`config.mk`:
```
export PLATFORM = sky130hd
export DESIGN_NAME = inference_sequencer_flat
export DESIGN_NICKNAME = d
export VERILOG_FILES = /design/src/rtl/inference_sequencer_pkg.sv /design/src/rtl/inference_sequencer_if.sv /design/src/rtl/inference_sequencer_seq_timeout.sv /design/src/rtl/inference_sequencer.sv /design/src/flat_wrapper.sv
export SDC_FILE = /design/constraint.sdc
export NUM_CORES = 1
export LEC_CHECK = 0
export CORE_MARGIN = 3
export CORE_UTILIZATION = 40
export DETAILED_ROUTE_END_ITERATION = 6
export PLACE_DENSITY = 0.74
export SLEW_MARGIN = 20
export SYNTH_ARGS = -nofsm -noshare
export SYNTH_HDL_FRONTEND = slang
export SYNTH_SLANG_ARGS = --single-unit
```
`constraint.sdc`:
```
create_clock -name clk -period 4.5 [get_ports clk]
set_input_delay 0.9 -clock clk [delete_from_list [all_inputs] [get_ports clk]]
set_output_delay 0.9 -clock clk [all_outputs]
set_load 0.05 [all_outputs]
```
`src/rtl/inference_sequencer_pkg.sv`:
```
// rtl/inference_sequencer_pkg.sv - shared types, opcodes, status/error codes and command layout
package inference_pkg;

    localparam int DATA_W    = 19;
    localparam int RES_W     = 4;
    localparam int CFG_W     = 8;
    localparam int READ_LSB  = 0;
    localparam int COUNT_LSB = 10;

    localparam logic [1:0] OP_IDLE  = 2'd0;
    localparam logic [1:0] OP_WRITE = 2'd1;
    localparam logic [1:0] OP_INFO  = 2'd2;

    localparam logic [1:0] ST_IDLE = 2'd0;
    localparam logic [1:0] ST_BUSY = 2'd1;
    localparam logic [1:0] ST_DONE = 2'd2;

    localparam logic [1:0] ERR_OK        = 2'd0;
    localparam logic [1:0] ERR_BAD_CFG   = 2'd1;
    localparam logic [1:0] ERR_TIMEOUT   = 2'd2;
    localparam logic [1:0] ERR_NO_RESULT = 2'd3;

    typedef enum logic [2:0] {
        IDLE,
        LOAD,
        ISSUE,
        WAIT_BUSY,
        WAIT_DONE,
        REPORT
    } seq_state_e;

    function automatic logic [DATA_W-1:0] build_cmd(input logic [CFG_W-1:0] rd,
                                                    input logic [CFG_W-1:0] cnt);
        logic [DATA_W-1:0] cmd;
        cmd = '0;
        cmd[READ_LSB +: CFG_W]  = rd;
        cmd[COUNT_LSB +: CFG_W] = cnt;
        return cmd;
    endfunction

endpackage

```
`src/rtl/inference_sequencer_if.sv`:
```
// rtl/inference_sequencer_if.sv - host, sample stream, wrapper and result signals of the sequencer
interface inference_sequencer_if;
    import inference_pkg::*;

    logic              start_i;
    logic [CFG_W-1:0]  cfg_words_i;
    logic [CFG_W-1:0]  cfg_read_i;
    logic [CFG_W-1:0]  cfg_count_i;
    logic [DATA_W-1:0] s_data_i;
    logic              s_valid_i;
    logic              s_ready_o;
    logic [1:0]        op_o;
    logic [DATA_W-1:0] data_o;
    logic [1:0]        status_i;
    logic [RES_W-1:0]  result_i;
    logic [RES_W-1:0]  res_o;
    logic              res_valid_o;
    logic              res_ready_i;
    logic [1:0]        err_o;
    logic              busy_o;

    // Sequencer side
    modport master (
        input  start_i, cfg_words_i, cfg_read_i, cfg_count_i,
        input  s_data_i, s_valid_i, status_i, result_i, res_ready_i,
        output s_ready_o, op_o, data_o, res_o, res_valid_o, err_o, busy_o
    );

    // Host, stream source and wrapper side
    modport slave (
        output start_i, cfg_words_i, cfg_read_i, cfg_count_i,
        output s_data_i, s_valid_i, status_i, result_i, res_ready_i,
        input  s_ready_o, op_o, data_o, res_o, res_valid_o, err_o, busy_o
    );

endinterface

```
`src/rtl/inference_sequencer_seq_timeout.sv`:
```
// rtl/inference_sequencer_seq_timeout.sv - clearable up-counter flagging the last allowed wait cycle
module seq_timeout #(
    parameter int LIMIT = 1023
) (
    input  logic clk,
    input  logic rst,
    input  logic clr_i,
    input  logic en_i,
    output logic done_o
);
    localparam int W = $clog2(LIMIT + 1);

    logic [W-1:0] count_q, count_d;

    // done marks the LIMIT-th cycle since clear, so the caller exits on that edge
    assign done_o = (count_q == W'(LIMIT - 1));

    always_comb begin
        count_d = count_q;
        if (clr_i) begin
            count_d = '0;
        end else if (en_i && !done_o) begin
            count_d = count_q + W'(1);
        end
    end

    always_ff @(posedge clk) begin
        if (rst) begin
            count_q <= '0;
        end else begin
            count_q <= count_d;
        end
    end

endmodule

```
`src/rtl/inference_sequencer.sv`:
```
// rtl/inference_sequencer.sv - streams a frame into the classifier wrapper, issues info, returns the class
module inference_sequencer
    import inference_pkg::*;
#(
    parameter int MEM_DEPTH = 128,
    parameter int TIMEOUT   = 1023
) (
    input  logic                  clk,
    input  logic                  rst,
    inference_sequencer_if.master bus
);

    seq_state_e        state_q, state_d;
    logic [CFG_W-1:0]  words_q, words_d;
    logic [CFG_W-1:0]  read_q, read_d;
    logic [CFG_W-1:0]  count_q, count_d;
    logic [CFG_W-1:0]  word_cnt_q, word_cnt_d;
    logic [1:0]        op_q, op_d;
    logic [DATA_W-1:0] data_q, data_d;
    logic [RES_W-1:0]  res_q, res_d;
    logic [1:0]        err_q, err_d;
    logic              bad_cfg;
    logic              in_wait;
    logic              tmo_done;

    assign bad_cfg = (bus.cfg_words_i == '0)
                  || (int'(bus.cfg_words_i) > MEM_DEPTH)
                  || (bus.cfg_count_i == '0)
                  || (({1'b0, bus.cfg_read_i} + {1'b0, bus.cfg_count_i}) > 9'd255);

    assign in_wait = (state_q == WAIT_BUSY) || (state_q == WAIT_DONE);

    // One counter serves both waits; any state change restarts it
    seq_timeout #(.LIMIT(TIMEOUT)) u_timeout (
        .clk    (clk),
        .rst    (rst),
        .clr_i  (state_d != state_q),
        .en_i   (in_wait),
        .done_o (tmo_done)
    );

    always_comb begin
        state_d    = state_q;
        words_d    = words_q;
        read_d     = read_q;
        count_d    = count_q;
        word_cnt_d = word_cnt_q;
        op_d       = OP_IDLE;
        data_d     = '0;
        res_d      = res_q;
        err_d      = err_q;
        case (state_q)
            IDLE: begin
                if (bus.start_i) begin
                    words_d    = bus.cfg_words_i;
                    read_d     = bus.cfg_read_i;
                    count_d    = bus.cfg_count_i;
                    word_cnt_d = '0;
                    if (bad_cfg) begin
                        state_d = REPORT;
                        err_d   = ERR_BAD_CFG;
                        res_d   = '0;
                    end else begin
                        state_d = LOAD;
                    end
                end
            end
            LOAD: begin
                if (bus.s_valid_i) begin
                    op_d       = OP_WRITE;
                    data_d     = bus.s_data_i;
                    word_cnt_d = word_cnt_q + CFG_W'(1);
                    if (word_cnt_d == words_q) begin
                        state_d = ISSUE;
                    end
                end
            end
            ISSUE: begin
                op_d    = OP_INFO;
                data_d  = build_cmd(read_q, count_q);
                state_d = WAIT_BUSY;
            end
            WAIT_BUSY: begin
                if (bus.status_i == ST_BUSY) begin
                    state_d = WAIT_DONE;
                end else if (tmo_done) begin
                    state_d = REPORT;
                    err_d   = ERR_TIMEOUT;
                    res_d   = '0;
                end
            end
            WAIT_DONE: begin
                if (bus.status_i != ST_BUSY) begin
                    state_d = REPORT;
                    if (bus.status_i == ST_DONE) begin
                        err_d = ERR_OK;
                        res_d = bus.result_i;
                    end else begin
                        err_d = ERR_NO_RESULT;
                        res_d = '0;
                    end
                end else if (tmo_done) begin
                    state_d = REPORT;
                    err_d   = ERR_TIMEOUT;
                    res_d   = '0;
                end
            end
            REPORT: begin
                if (bus.res_ready_i) begin
                    state_d = IDLE;
                end
            end
            default: state_d = IDLE;
        endcase
    end

    always_ff @(posedge clk) begin
        if (rst) begin
            state_q    <= IDLE;
            words_q    <= '0;
            read_q     <= '0;
            count_q    <= '0;
            word_cnt_q <= '0;
            op_q       <= OP_IDLE;
            data_q     <= '0;
            res_q      <= '0;
            err_q      <= ERR_OK;
        end else begin
            state_q    <= state_d;
            words_q    <= words_d;
            read_q     <= read_d;
            count_q    <= count_d;
            word_cnt_q <= word_cnt_d;
            op_q       <= op_d;
            data_q     <= data_d;
            res_q      <= res_d;
            err_q      <= err_d;
        end
    end

    assign bus.s_ready_o   = (state_q == LOAD);
    assign bus.op_o        = op_q;
    assign bus.data_o      = data_q;
    assign bus.res_o       = res_q;
    assign bus.err_o       = err_q;
    assign bus.res_valid_o = (state_q == REPORT);
    assign bus.busy_o      = (state_q != IDLE);

endmodule
```
`src/flat_wrapper.sv`:
```
// flat-port wrapper written by rule: the top's interface ports become plain ports
module inference_sequencer_flat import inference_pkg::*;
#(
    parameter int MEM_DEPTH = 128,
    parameter int TIMEOUT   = 1023
)
  (clk, rst, bus_start_i, bus_cfg_words_i, bus_cfg_read_i, bus_cfg_count_i, bus_s_data_i, bus_s_valid_i, bus_status_i, bus_result_i, bus_res_ready_i, bus_s_ready_o, bus_op_o, bus_data_o, bus_res_o, bus_res_valid_o, bus_err_o, bus_busy_o);
  inference_sequencer_if bus_i ();
  input  logic clk;
  input  logic rst;
  input wire logic [$bits(bus_i.start_i)-1:0] bus_start_i;
  input wire logic [$bits(bus_i.cfg_words_i)-1:0] bus_cfg_words_i;
  input wire logic [$bits(bus_i.cfg_read_i)-1:0] bus_cfg_read_i;
  input wire logic [$bits(bus_i.cfg_count_i)-1:0] bus_cfg_count_i;
  input wire logic [$bits(bus_i.s_data_i)-1:0] bus_s_data_i;
  input wire logic [$bits(bus_i.s_valid_i)-1:0] bus_s_valid_i;
  input wire logic [$bits(bus_i.status_i)-1:0] bus_status_i;
  input wire logic [$bits(bus_i.result_i)-1:0] bus_result_i;
  input wire logic [$bits(bus_i.res_ready_i)-1:0] bus_res_ready_i;
  output wire logic [$bits(bus_i.s_ready_o)-1:0] bus_s_ready_o;
  output wire logic [$bits(bus_i.op_o)-1:0] bus_op_o;
  output wire logic [$bits(bus_i.data_o)-1:0] bus_data_o;
  output wire logic [$bits(bus_i.res_o)-1:0] bus_res_o;
  output wire logic [$bits(bus_i.res_valid_o)-1:0] bus_res_valid_o;
  output wire logic [$bits(bus_i.err_o)-1:0] bus_err_o;
  output wire logic [$bits(bus_i.busy_o)-1:0] bus_busy_o;
  assign bus_i.start_i = bus_start_i;
  assign bus_i.cfg_words_i = bus_cfg_words_i;
  assign bus_i.cfg_read_i = bus_cfg_read_i;
  assign bus_i.cfg_count_i = bus_cfg_count_i;
  assign bus_i.s_data_i = bus_s_data_i;
  assign bus_i.s_valid_i = bus_s_valid_i;
  assign bus_i.status_i = bus_status_i;
  assign bus_i.result_i = bus_result_i;
  assign bus_i.res_ready_i = bus_res_ready_i;
  assign bus_s_ready_o = bus_i.s_ready_o;
  assign bus_op_o = bus_i.op_o;
  assign bus_data_o = bus_i.data_o;
  assign bus_res_o = bus_i.res_o;
  assign bus_res_valid_o = bus_i.res_valid_o;
  assign bus_err_o = bus_i.err_o;
  assign bus_busy_o = bus_i.busy_o;
  inference_sequencer #(.MEM_DEPTH(MEM_DEPTH), .TIMEOUT(TIMEOUT)) u_core (.clk(clk), .rst(rst), .bus(bus_i));
endmodule
```
==> reports/metrics.cfg <==
[floorplan]
core_mm2=0.00793
rows=32
ios=84
die_w_um=97.6
start_util_pct=42.3
die_area_mm2=0.00953
chipHeight_um=97.6

[detailed_routing]
drt-wirelength-per-cell_um=14.4
drtIter0Drc=214
finalWirelength_mm=8.42
ant_nets=0
drt_pass1_iterations=4
routed_via_density=5.20
drcViolationCount=0
vias=3043

[global_routing]
track_usage_pct=18.0
antenna_found_initial=0
grt_remaining_overflow=0
grt_max_degree=45
grt_pass1_vias=2905
grt_pass1_wl_mm=13.9

[clocking]
hold_buffers=0
cts_tree=built
numCtsBuffers=9
cts_resized=0
cts.path.max_buffers=2
insertion_delay_ns=0.35
cts_setup_buffers=0
cts.htree.levels=3
clock-sinks=72
cts_root_buffer=clkbuf_8
cts.clk_slew.worst_paths_ns=0.08

[finish]
drive_gt1_share_pct=6.00
area_growth_pct=34.2
stdcell_area_mm2=0.00450
fin_nets=543
antenna_cells=0
n_fill_cell=742

[power]
irDropWorstVdd_mv=0.192
power.density_mw_per_mm2=362
leakage_nw=1.61

[timing]
setup_viol=0
slew_violations=0
setup_tns_ns=0
relSlewSlack_pct=34.9
fmax_mhz=290
fin_skew_ns=0.00698
min_period_over_period_pct=76.6
tightest_slew_ns=0.977
hold_viol=0
rsz0062_at_grt=false
min_period_ns=3.45

[yosys]
synth_cells=405
synth_area_mm2=0.00336
seq_area_frac_synth_pct=42.9
ys_warn_count=0
postSynthAreaPerCell_um2=8.29
synth_nets=470
synth_top_flop_cell=dfxtp_1
synth-seq-cells=72
synthArstFlopShare_pct=0
synth_edf_count=0
yosys.cell_types.count=49

[critical_path]
required_ns=3.60
cp_max_fo=22
cp.arrival_ns=2.55
cp-start-kind=flop
cp-end-kind=primary output
crit_type=flop to primary output

[place]
io_buffer_count=83
placed_area_mm2=0.00425
place.gp.congestion=0.809
dp_hpwl_mm=6.19

[outcome]
status=finished, final reports clean

[worst_hold_path]
hold_class=flop to flop

[job]
cap_violations=0

[layout make-up]
class                      instances  area, um2  area share, %
timing repair buffer              86        853           18.9
sequential                        72       1440           32.0
clock inverter                     6        116           2.58
clock buffer                      10        138           3.06
multi-input combinational        304       1810           40.2
tap                              102        128           2.83
inverter                           5       18.8          0.417
[registers in the layout (all words and copies together) (netlist names)]
register,flops
u_core.state_q,3
u_core.bus.data_o,19
u_core.count_q,8
u_core.u_timeout.count_q,10
u_core.words_q,8
u_core.bus.err_o,2
u_core.bus.res_o,4
u_core.read_q,8
u_core.word_cnt_q,8
u_core.bus.op_o,2
[worst max-delay path, cell delays in order (launching register included)]
cell and delay, ns:
dfxtp_1 0.73, nor3b_1 0.56, clkdlybuf4s50_1 0.91
[worst paths after layout]
path | slack, ns | start | cells after the start | end
min | 0.46 | u_core.read_q[2]$_SDFFE_PP0P_ | 2 | u_core.read_q[2]$_SDFFE_PP0P_
max | 1.05 | u_core.state_q[0]$_SDFF_PP0_ | 2 | bus_s_ready_o
min reg2reg | 0.46 | u_core.read_q[2]$_SDFFE_PP0P_ | 2 | u_core.read_q[2]$_SDFFE_PP0P_
max reg2reg | 1.71 | u_core.state_q[0]$_SDFF_PP0_ | 5 | u_core.word_cnt_q[2]$_SDFFE_PP0P_
[report_power, final]
part           switching (mW)  internal (mW)  leakage, nW
sequential             0.0296          0.667        0.585
combinational           0.172          0.127        0.902
clock                   0.251          0.386        0.127
[cell usage after synthesis, types with 2 or more instances]
library cell / number / area share (%)
nand2_1: 73 / 8.2
dfxtp_1: 72 / 43
nor2_1: 45 / 5.0
a21oi_1: 38 / 5.7
clkbuf_1: 23 / 2.6
a22oi_1: 18 / 4.0
nor3_1: 11 / 1.6
ha_1: 10 / 3.7
xnor2_1: 9 / 2.3
xor2_1: 9 / 2.3
o21ai_0: 8 / 1.2
and2_1: 7 / 1.3
nor2b_1: 7 / 1.3
a31oi_1: 6 / 1.1
inv_1: 5 / 0.56
nand2b_1: 5 / 0.93
a22o_1: 4 / 1.0
nand3_1: 4 / 0.60
nand3b_1: 4 / 0.89
o21a_1: 4 / 0.89
a311oi_1: 3 / 0.78
and3_1: 3 / 0.56
and4_1: 3 / 0.78
nand4_1: 3 / 0.56
nor3b_1: 3 / 0.67
nor4_1: 3 / 0.56
and3b_1: 2 / 0.52
or3_1: 2 / 0.37
[logic make-up after synthesis]
kind of cell	Yosys count	synth area share (%)
fa+ha+maj	11	4.32
xor+xnor	18	4.70
compound gates	96	19.8
buf+inv	29	3.24
flops	72	42.9
simple gates	179	25.0
[placed cells by master (no fill, tap or decap), drive strengths merged, types with 3 or more instances in the layout]
cell type      netlist  final
clkdlybuf4s50        0     83
nand2               73     73
dfxtp               72     72
nor2                45     45
a21oi               38     38
a22oi               18     18
nor3                11     11
ha                  10     10
clkbuf              23     10
xor2                 9      9
xnor2                9      9
o21ai                9      9
and2                 7      7
nor2b                7      7
a31oi                6      6
inv                  5      5
nand2b               5      5
nand3                5      5
o21a                 4      4
nand3b               4      4
a22o                 4      4
nor3b                3      3
and4                 3      3
and3                 3      3
nand4                3      3
nor4                 3      3
a311oi               3      3
bufinv               0      3
clkinv               0      3
buf                  1      3
or3                  3      3
[stage by stage]
step	util [%]	hold WS, ns	setup slack, ns	instances	power, mW
2_1_floorplan	-	0.436	1.79	405	0.897
3_3_place_gp	53.6	0.446	1.22	569	1.00
3_5_place_dp	53.6	0.451	1.10	569	1.01
4_1_cts	56.8	0.461	1.02	585	1.65
5_1_grt	56.8	0.473	0.870	585	1.71
6_report	56.8	0.457	1.05	585	1.63
[per-layer routing]
metal | part of all wire (%) | track usage (%)
met2 | 50 | 30.2
met3 | 3.4 | 3.73
met5 | 0 | 0
met1 | 45 | 22.7
met4 | 1.2 | 6.39
Note: power is estimated with default switching activity, not from simulation.
